[src/rtl/pwm_pkg.sv]
// pwm_pkg: shared encodings, widths and helpers for the PWM engine.
// Optional feature macro: PWM_CENTER_ALIGN_EN (center-aligned counting).
package pwm_pkg;

    localparam int PRESC_W = 4;
    localparam int DIV_W   = 16;

    typedef enum logic {
        PWM_MODE_EDGE   = 1'b0,
        PWM_MODE_CENTER = 1'b1
    } pwm_mode_e;

    // ceil(log2(v)), never below 1 so select fields stay at least 1 bit
    function automatic int clog2(input int v);
        int r;
        r = 0;
        for (int i = 0; i < 31; i++) begin
            if ((1 << i) < v) r = i + 1;
        end
        return (r < 1) ? 1 : r;
    endfunction

endpackage

[src/rtl/pwm_timebase.sv]
// pwm_timebase: one generator - prescaler, counter, shadow/active regs.
// PWM_CENTER_ALIGN_EN builds the direction flag and down-count path.
module pwm_timebase
    import pwm_pkg::*;
#(
    parameter int CH    = 2,
    parameter int CNT_W = 8
) (
    input  logic                clk,
    input  logic                rst,
    input  logic [PRESC_W-1:0]  prescale_i,
    input  logic [CNT_W-1:0]    period_i,
    input  logic                mode_i,
    input  logic [CH*CNT_W-1:0] duty_i,
    input  logic                load_req_i,
    output logic                upd_pending_o,
    output logic                period_start_o,
    output logic [CH-1:0]       level_o
);

    logic [PRESC_W-1:0]  presc_q, presc_d;
    logic [CNT_W-1:0]    period_q, period_d;
    logic [CH*CNT_W-1:0] duty_q, duty_d;
    logic [DIV_W-1:0]    div_q, div_d, div_mask;
    logic [CNT_W-1:0]    cnt_q, cnt_d, cnt_nx;
    logic                pend_q, pend_d;
    logic                pstart_q, pstart_d;
    logic                tick, bnd, commit;
`ifdef PWM_CENTER_ALIGN_EN
    pwm_mode_e           mode_q, mode_d;
    logic                dir_q, dir_d, dir_nx;
`else
    logic                unused_mode;
    assign unused_mode = mode_i;
`endif

    assign div_mask = (DIV_W'(1) << presc_q) - DIV_W'(1);
    assign tick     = (div_q == div_mask);

    // counter value after the next tick (dir = 1 means counting down)
    always_comb begin
        cnt_nx = (cnt_q == period_q) ? '0 : cnt_q + CNT_W'(1);
`ifdef PWM_CENTER_ALIGN_EN
        dir_nx = 1'b0;
        if (mode_q == PWM_MODE_CENTER) begin
            if (period_q == '0) begin
                cnt_nx = '0;
            end else if (!dir_q && cnt_q < period_q) begin
                cnt_nx = cnt_q + CNT_W'(1);
            end else begin
                cnt_nx = cnt_q - CNT_W'(1);
                dir_nx = (cnt_nx != '0);
            end
        end
`endif
    end

    // boundary detection, pending tracking and commit of shadow inputs
    always_comb begin
        bnd      = tick && (cnt_nx == '0);
        commit   = bnd && (pend_q || load_req_i);
        pstart_d = bnd;
        pend_d   = (pend_q || load_req_i) && !commit;
        presc_d  = presc_q;
        period_d = period_q;
        duty_d   = duty_q;
        div_d    = tick ? '0 : div_q + DIV_W'(1);
        cnt_d    = tick ? cnt_nx : cnt_q;
`ifdef PWM_CENTER_ALIGN_EN
        mode_d   = mode_q;
        dir_d    = tick ? dir_nx : dir_q;
`endif
        if (commit) begin
            presc_d  = prescale_i;
            period_d = period_i;
            duty_d   = duty_i;
            div_d    = '0;
            cnt_d    = '0;
`ifdef PWM_CENTER_ALIGN_EN
            mode_d   = pwm_mode_e'(mode_i);
            dir_d    = 1'b0;
`endif
        end
    end

    // generator state registers
    always_ff @(posedge clk or posedge rst) begin
        if (rst) begin
            presc_q  <= '0;
            period_q <= '0;
            duty_q   <= '0;
            div_q    <= '0;
            cnt_q    <= '0;
            pend_q   <= 1'b0;
            pstart_q <= 1'b0;
`ifdef PWM_CENTER_ALIGN_EN
            mode_q   <= PWM_MODE_EDGE;
            dir_q    <= 1'b0;
`endif
        end else begin
            presc_q  <= presc_d;
            period_q <= period_d;
            duty_q   <= duty_d;
            div_q    <= div_d;
            cnt_q    <= cnt_d;
            pend_q   <= pend_d;
            pstart_q <= pstart_d;
`ifdef PWM_CENTER_ALIGN_EN
            mode_q   <= mode_d;
            dir_q    <= dir_d;
`endif
        end
    end

    for (genvar c = 0; c < CH; c++) begin : g_lvl
        assign level_o[c] = (cnt_q < duty_q[c*CNT_W +: CNT_W]);
    end

    assign upd_pending_o  = pend_q;
    assign period_start_o = pstart_q;

endmodule

[src/rtl/pwm_engine.sv]
// pwm_engine: NUM_GEN timebases feeding a registered output crossbar.
// Optional feature macro: PWM_CENTER_ALIGN_EN (center-aligned counting).
module pwm_engine
    import pwm_pkg::*;
#(
    parameter  int NUM_GEN    = 2,
    parameter  int CH_PER_GEN = 2,
    parameter  int NUM_OUT    = 8,
    parameter  int CNT_W      = 8,
    localparam int NCH        = NUM_GEN * CH_PER_GEN,
    localparam int SEL_W      = clog2(NCH)
) (
    input  logic                        clk,
    input  logic                        rst,
    input  logic [PRESC_W*NUM_GEN-1:0]  gen_prescale,
    input  logic [CNT_W*NUM_GEN-1:0]    gen_period,
    input  logic [NUM_GEN-1:0]          gen_mode,
    input  logic [CNT_W*NCH-1:0]        duty,
    input  logic [NUM_GEN-1:0]          load_req,
    output logic [NUM_GEN-1:0]          upd_pending,
    output logic [NUM_GEN-1:0]          period_start,
    input  logic [NUM_OUT-1:0]          out_en,
    input  logic [NUM_OUT-1:0]          out_pwm_en,
    input  logic [SEL_W*NUM_OUT-1:0]    out_sel,
    input  logic [NUM_OUT-1:0]          out_inv,
    output logic [NUM_OUT-1:0]          out
);

    localparam int CW = CH_PER_GEN * CNT_W;

    logic [NCH-1:0]          level;
    logic [(1<<SEL_W)-1:0]   level_ext;
    logic [NUM_OUT-1:0]      out_d, out_q;

    for (genvar g = 0; g < NUM_GEN; g++) begin : g_gen
        pwm_timebase #(
            .CH    (CH_PER_GEN),
            .CNT_W (CNT_W)
        ) u_tb (
            .clk            (clk),
            .rst            (rst),
            .prescale_i     (gen_prescale[g*PRESC_W +: PRESC_W]),
            .period_i       (gen_period[g*CNT_W +: CNT_W]),
            .mode_i         (gen_mode[g]),
            .duty_i         (duty[g*CW +: CW]),
            .load_req_i     (load_req[g]),
            .upd_pending_o  (upd_pending[g]),
            .period_start_o (period_start[g]),
            .level_o        (level[g*CH_PER_GEN +: CH_PER_GEN])
        );
    end

    // crossbar: unused select codes read the zero padding above NCH
    always_comb begin
        out_d            = '0;
        level_ext        = '0;
        level_ext[NCH-1:0] = level;
        for (int p = 0; p < NUM_OUT; p++) begin
            if (!out_en[p]) begin
                out_d[p] = 1'b0;
            end else if (!out_pwm_en[p]) begin
                out_d[p] = 1'b1;
            end else begin
                out_d[p] = level_ext[out_sel[p*SEL_W +: SEL_W]] ^ out_inv[p];
            end
        end
    end

    // pin output register
    always_ff @(posedge clk or posedge rst) begin
        if (rst) out_q <= '0;
        else     out_q <= out_d;
    end

    assign out = out_q;

endmodule

[config.mk]
export PLATFORM = sky130hd
export DESIGN_NAME = pwm_engine
export DESIGN_NICKNAME = d
export VERILOG_FILES = /design/src/rtl/pwm_pkg.sv /design/src/rtl/pwm_timebase.sv /design/src/rtl/pwm_engine.sv
export SDC_FILE = /design/constraint.sdc
export NUM_CORES = 1
export LEC_CHECK = 0
export ABC_AREA = 1
export CAP_MARGIN = 20
export CORE_MARGIN = 2
export CORE_UTILIZATION = 50
export DETAILED_ROUTE_END_ITERATION = 12
export PLACE_DENSITY_LB_ADDON = 0.1
export SETUP_SLACK_MARGIN = 0.2
export SYNTH_ARGS = -nofsm -noshare
export SYNTH_HDL_FRONTEND = slang
export SYNTH_SLANG_ARGS = --single-unit
export TNS_END_PERCENT = 10
[constraint.sdc]
create_clock -name clk -period 3.95 [get_ports clk]
set_clock_uncertainty 0.15 [all_clocks]
set_input_delay 0.5925 -clock clk [delete_from_list [all_inputs] [get_ports clk]]
set_output_delay 0.5925 -clock clk [all_outputs]
set_load 0.02 [all_outputs]
==> results of run 1 <==
-- layout by cell type (no fill, tap or decap), types with 6 or more instances in the layout --
cell,Yosys,routed
nand2_1,383,383
inv_1,147,146
dfrtp_1,116,116
clkdlybuf4s50_1,0,111
nand3_1,108,108
nand4_1,77,77
nor2_1,74,74
ha_1,34,34
nand3b_1,22,22
a21oi_1,22,22
o21ai_0,20,20
xor2_1,18,18
clkbuf_16,0,17
xnor2_1,14,14
o21ai_1,9,9
nor3_1,8,8
buf_4,12,8
or2_2,7,7
nor2_2,6,6
nor4_1,6,6
bufinv_16,0,6
-- flip-flops by register name, summed over array words and instances, names as in the netlist --
name and flops:
out 8, g_gen.u_tb.period_start_o 2, g_gen.u_tb.presc_q 8, g_gen.u_tb.duty_q 32
g_gen.u_tb.div_q 32, g_gen.u_tb.period_q 16, g_gen.u_tb.upd_pending_o 2, g_gen.u_tb.cnt_q 16
-- critical path, delay by kind of cell, from the launching register on --
family / cells / cell delay, ns
fa+ha+maj: 1 / 0.29
buf+inv: 1 / 0.12
simple gates: 15 / 2.05
flops: 1 / 0.53
-- report_power, final --
group,internal (mW),switching [mW],total (mW)
sequential,1.30,0.135,1.44
clock,1.20,0.574,1.77
combinational,0.339,0.449,0.787
total,2.84,1.16,4.00
-- cells by family (layout without fill, tap and decap cells) --
group	Yosys count	after routing	synth area share (%)
buffers and inverters	194	303	10.4
AND/OR/NAND/NOR	706	706	40.2
XOR/XNOR	32	32	3.51
AO/OA/AOI/OAI	61	61	4.14
adder cells (fa/ha/maj)	34	34	5.33
flip-flops	116	116	36.4
-- metrics by stage --
step	total power [mW]	util [%]	hold WS (ns)	std cells
final	4.00	62.7	0.319	1468
after global routing	4.20	62.7	0.341	1468
after CTS	4.02	62.7	0.323	1468
after detailed placement	2.24	58.4	0.308	1436
after global placement	2.22	58.4	0.305	1436
after floorplan	1.98	-	0.292	1143
-- metal layers --
layer / wire (µm) / vias to the layer above / GRT usage (%)
li1: - / 3885 / -
met1: 9190 / 3560 / 32.0
met2: 9830 / 171 / 41.8
met3: 839 / 20 / 5.37
met4: 267 / 0 / 5.94
met5: 0 / - / 0
-- synth_stat cells, drive strengths merged, types with 8 or more instances --
cell type,n,area [µm²]
nand2,387,1460
inv,151,567
dfrtp,116,2900
nand3,111,586
nor2,83,358
nand4,77,482
buf,34,231
ha,34,425
o21ai,30,154
a21oi,22,110
nand3b,22,165
xor2,18,158
xnor2,14,123
clkbuf,9,35.0
nor3,8,40.0
-- worst paths after layout --
kind | endpoint | start | cells past startpoint | slack, ns
worst max register to register | g_gen[0].u_tb.duty_q[10] | g_gen[0].u_tb.presc_q[3] | 17 | 0.68
max in group asynchronous | g_gen[0].u_tb.cnt_q[4] | rst | 3 | 2.36
worst min register to register | g_gen[1].u_tb.duty_q[9] | g_gen[1].u_tb.duty_q[9] | 2 | 0.32
worst min-delay path | g_gen[1].u_tb.duty_q[9] | g_gen[1].u_tb.duty_q[9] | 2 | 0.32
min in group asynchronous | g_gen[1].u_tb.period_start_o | rst | 2 | 0.44
worst max-delay path | g_gen[0].u_tb.duty_q[10] | g_gen[0].u_tb.presc_q[3] | 17 | 0.68
-- layout make-up --
| class | count | area share (%) |
|---|---|---|
| Clock buffer | 19 | 4.50 |
| Clock inverter | 13 | 2.34 |
| Inverter | 151 | 5.79 |
| Multi-Input combinational cell | 833 | 43.1 |
| Sequential cell | 116 | 29.5 |
| Tap cell | 216 | 2.74 |
| Timing Repair Buffer | 120 | 12.1 |
==> flow_summary.toml, run 1 <==
[status]
status = "completed"

[pwr]
power-per-cell-area_nw_per_um2 = 406
leakage_nw = 5.15
ir_drop_mv = 0.317

[yosys]
syn-num-nets = 1279
ys.flop_type = "dfrtp_1"
synthArstFlopShare_pct = 100
seq_area_frac_synth_pct = 36.4
netlist_instances = 1143
synth_edf_count = 0
synth_seq_cells = 116
yosysWarnings = 0
synthDistinctLibCells = 36
netlist_area_um2 = 7980
syn_area_per_cell_um2 = 6.98

[clock_network]
cts_made_buffers = 17
post_cts_resized = 0
cts_hold_buf = 0
clock-sinks = 116
cts_tree = "done"
cts_buffer_depth = 2
h-tree-depth = 4
clock_latency_ns = 0.42
post_cts.repair.setup_buffers = 0
root_buffer = "clkbuf_16"
clkTransAtPathRegs_ns = 0.06

[routing]
num_vias = 7636
vias_per_cell = 5.20
wl_mm = 20.1
dr.pass1.iters = 5
drcViolationCount = 0
first_iter_violations = 459
wl_per_cell_um = 13.7
detail-route-antenna-nets = 0

[timing]
hold_violations = 0
maxSlewViolCount = 0
relSlewSlack_pct = 53.8
layout_setup_ws_ns = 0.676
tns_ns = 0
rsz0062_at_grt = "no"
worst_slew_pin_slew_ns = 0.693
fin_crit_ns = 3.27
fmaxAchievable_mhz = 305
setup_violations = 0
period_share_pct = 82.9

[critical_path]
critPathMaxFanout = 28
crit_top_cell = "nand2_1"
critPathArrivalTime_ns = 3.43
critPathRequiredTime_ns = 4.10
crit_path_end_kind = "flip-flop"
worstSetupPathType = "flip-flop to flip-flop"
cp_slowest_cell = "dfrtp_1"
start_kind = "flip-flop"
critical_path.cell_chain = "nor2_2 -> nand2_1 -> ha_1 -> inv_1 -> nand2_1 -> nand2_1 -> nand2_1 -> nand2_1 -> nand2_1 -> nor2_1 -> nand2_1 -> nor2_1 -> nand2_1 -> nor2_4 -> nand3_4 -> nand2_1 -> nand2_1"
slowest_delay_ns = 0.53

[layout]
n_antenna_cell = 0
finalInstanceArea_um2 = 9850
area_delta_synth_final_pct = 23.5
layout.nets = 1375
multi_input_area_um2 = 4240
drive_gt1_share_pct = 5.51
seqCellArea_um2 = 2900
n_fill_cell = 1421

[placed_design]
place_area_um2 = 9180
preCtsSetupSlack_ns = 0.708
post-dp-hpwl_mm = 14.6
gp_congestion = 0.917
port_buffers = 111

[floorplan]
start_util_pct = 50.8
io_pins = 114
rows = 46
fp.dieW_um = 130
die-area_um2 = 17000
die_h_um = 130
core_area_um2 = 15700

[grt]
grt_pass1_vias = 7139
grt_overflow = 0
grt_max_degree = 57
grt_usage_pct = 24.5
antenna_found_initial = 0
grt_pass1_wl_mm = 33.3

[job]
cap_violations = 0

[worst_hold_path]
hp-class = "flip-flop to flip-flop"
Note: power is estimated with default switching activity, not from simulation.
==> run 2: changes to the inputs <==
--- a/config.mk
+++ b/config.mk
@@ -8,7 +8,7 @@
 export ABC_AREA = 1
 export CAP_MARGIN = 20
 export CORE_MARGIN = 2
-export CORE_UTILIZATION = 50
+export CORE_UTILIZATION = 56
 export DETAILED_ROUTE_END_ITERATION = 12
 export PLACE_DENSITY_LB_ADDON = 0.1
 export SETUP_SLACK_MARGIN = 0.2
==> constraint.sdc (replaced) <==
create_clock -name clk -period 3.2 [get_ports clk]
set_clock_uncertainty 0.15 [all_clocks]
set_input_delay 0.48 -clock clk [delete_from_list [all_inputs] [get_ports clk]]
set_output_delay 0.48 -clock clk [all_outputs]
set_load 0.02 [all_outputs]
==> run 2 against run 1 <==
Net effect:
- die area down 10%
- fmax up 16%
- count of clock-buffer cells in the layout up 3
- critical endpoint is now g_gen[1].u_tb.period_q[6]
- worst hold slack worse by 0.0013 ns
- cell area up 1.5%
==> flow_summary.toml, run 2 (synthesis gave the netlist of run 1 again) <==
[status]
status = "completed"

[layout]
layout_commonest_cell = "nand2_1"
drive_gt1_share_pct = 7.19
n_antenna_cell = 0
largestRegisters = "g_gen.u_tb.div_q x32, g_gen.u_tb.duty_q x32"
finalNonFillerCells = 1445
final_cell_mix = "nand2_1, inv_1, dfrtp_1, clkdlybuf4s50_1, nand3_1"
area_delta_synth_final_pct = 25.3
multi_input_area_um2 = 4340
layout.nets = 1390
seqCellArea_um2 = 2910
n_fill_cell = 1128

[pwr]
seqPwrFrac_pct = 36.7
p_switching_mw = 1.41
ir_drop_mv = 0.387
switching_share_pct = 29.3
p_clk_share_pct = 42.4
pwr-share-comb_pct = 20.9
p_int_mw = 3.42
power-per-cell-area_nw_per_um2 = 483
p_total_mw = 4.83
leakage_nw = 5.18

[floorplan]
rows = 43
die-area_um2 = 15200
core_area_um2 = 13900
fp.dieW_um = 123
start_util_pct = 57.5
die_h_um = 123
io_pins = 114

[clock_network]
cts_hold_buf = 0
clkTransAtPathRegs_ns = 0.05
root_buffer = "clkbuf_16"
cts_tree = "done"
clock_latency_ns = 0.42
h-tree-depth = 4
cts_made_buffers = 17
cts_buffer_depth = 2
clock-sinks = 116

[grt]
top_usage_layer = "met2"
use_met3_pct = 5.49
grt_usage_pct = 26.9
grt_pass1_wl_mm = 32.6
use_met2_pct = 44.3
grt_pass1_vias = 7132
use_met1_pct = 35.5
grt_overflow = 0
antenna_found_initial = 0
grt_max_degree = 52

[routing]
wl_per_cell_um = 14.0
wl_mm = 20.2
first_iter_violations = 509
detail-route-antenna-nets = 0
vias_per_cell = 5.35
num_vias = 7730
drcViolationCount = 0
dr.pass1.iters = 5

[critical_path]
critPathMaxFanout = 14
worstSetupPathType = "flip-flop to flip-flop"
critPathRequiredTime_ns = 3.36
crit_top_cell = "nand2_1"
critPathArrivalTime_ns = 2.98
cp_slowest_cell = "dfrtp_1"
slowest_delay_ns = 0.48
start_kind = "flip-flop"
critical_path.cell_chain = "nor2_4 -> nand2_1 -> ha_1 -> or2_2 -> nand3_1 -> nand3b_1 -> nor2_1 -> nand4_1 -> nor2_8 -> nand3_4 -> nand2_1 -> nand2_1"
crit_path_end_kind = "flip-flop"

[timing]
hold_violations = 0
layout_setup_ws_ns = 0.377
relSlewSlack_pct = 52.0
fin_hold_ws_ns = 0.317
maxSlewViolCount = 0
fin_crit_ns = 2.82
fmaxAchievable_mhz = 354
tns_ns = 0
period_share_pct = 88.2
rsz0062_at_grt = "yes"
worst_slew_pin_slew_ns = 0.718
setup_violations = 0

[placed_design]
dp_cells = 1404
gp_congestion = 0.922
post-dp-hpwl_mm = 13.9
preCtsSetupSlack_ns = 0.207
port_buffers = 111

[worst_hold_path]
hp-class = "flip-flop to flip-flop"

[job]
cap_violations = 0
-- run 2: cell types whose count changed in the layout (fill, tap and decap cells not counted), sizes merged --
cell and change:
nand3 +4, clkinv -5, clkbuf +3, buf +11
bufinv -2, clkinvlp +2
-- run 2: repair_timing --
action | 4_1_cts | 5_1_grt
endpoints found under the setup margin | 5 | 94
buffers inserted | 0 | 7
gates cloned | 0 | 4
gates resized for setup | 1 | 22
pin swaps | 0 | 5
-- run 2: critical path, delay by kind of cell, from the launching register on --
kind / cells / cell delay [ns]
adder cells (fa/ha/maj): 1 / 0.27
flip-flops: 1 / 0.48
AND/OR/NAND/NOR: 11 / 1.80
-- run 2: worst paths after layout --
check	slack, ns	startpoint	to	cells after the start
hold reg to reg	0.32	g_gen[1].u_tb.duty_q[9]	g_gen[1].u_tb.duty_q[9]	2
max in group asynchronous	1.83	rst	g_gen[0].u_tb.duty_q[6]	3
min in group asynchronous	0.37	rst	g_gen[1].u_tb.div_q[7]	2
setup reg to reg	0.38	g_gen[1].u_tb.presc_q[3]	g_gen[1].u_tb.period_q[6]	12
setup / recovery	0.38	g_gen[1].u_tb.presc_q[3]	g_gen[1].u_tb.period_q[6]	12
hold / removal	0.32	g_gen[1].u_tb.duty_q[9]	g_gen[1].u_tb.duty_q[9]	2
-- run 2: power groups by stage --
stage | registers [mW] | logic, mW | clock network [mW]
CTS | 1.77 | 0.982 | 2.07
detailed placement | 1.79 | 0.968 | 0
global placement | 1.79 | 0.951 | 0
global route | 1.80 | 1.15 | 2.14
floorplan | 1.74 | 0.694 | 0
finish | 1.77 | 1.01 | 2.05
-- run 2: cell type report --
class                           instances  share of cell area, %
Clock inverter                          8                   1.49
Inverter                              151                   5.73
Timing Repair Buffer                  131                   13.1
Multi-Input combinational cell        837                   43.4
Tap cell                              180                   2.25
Clock buffer                           22                   4.84
Sequential cell                       116                   29.1
-- run 2: through the flow --
stage	util, %	cell area, µm²
global route	72.0	10000
finish	72.0	10000
floorplan	-	7980
global placement	66.1	9180
detailed placement	66.1	9180
CTS	70.7	9810
-- run 2: layer usage --
layer,vias to the layer above,part of all wire (%)
met5,-,0
met4,0,1.2
met3,22,5.0
met2,225,50
met1,3559,44
li1,3924,-
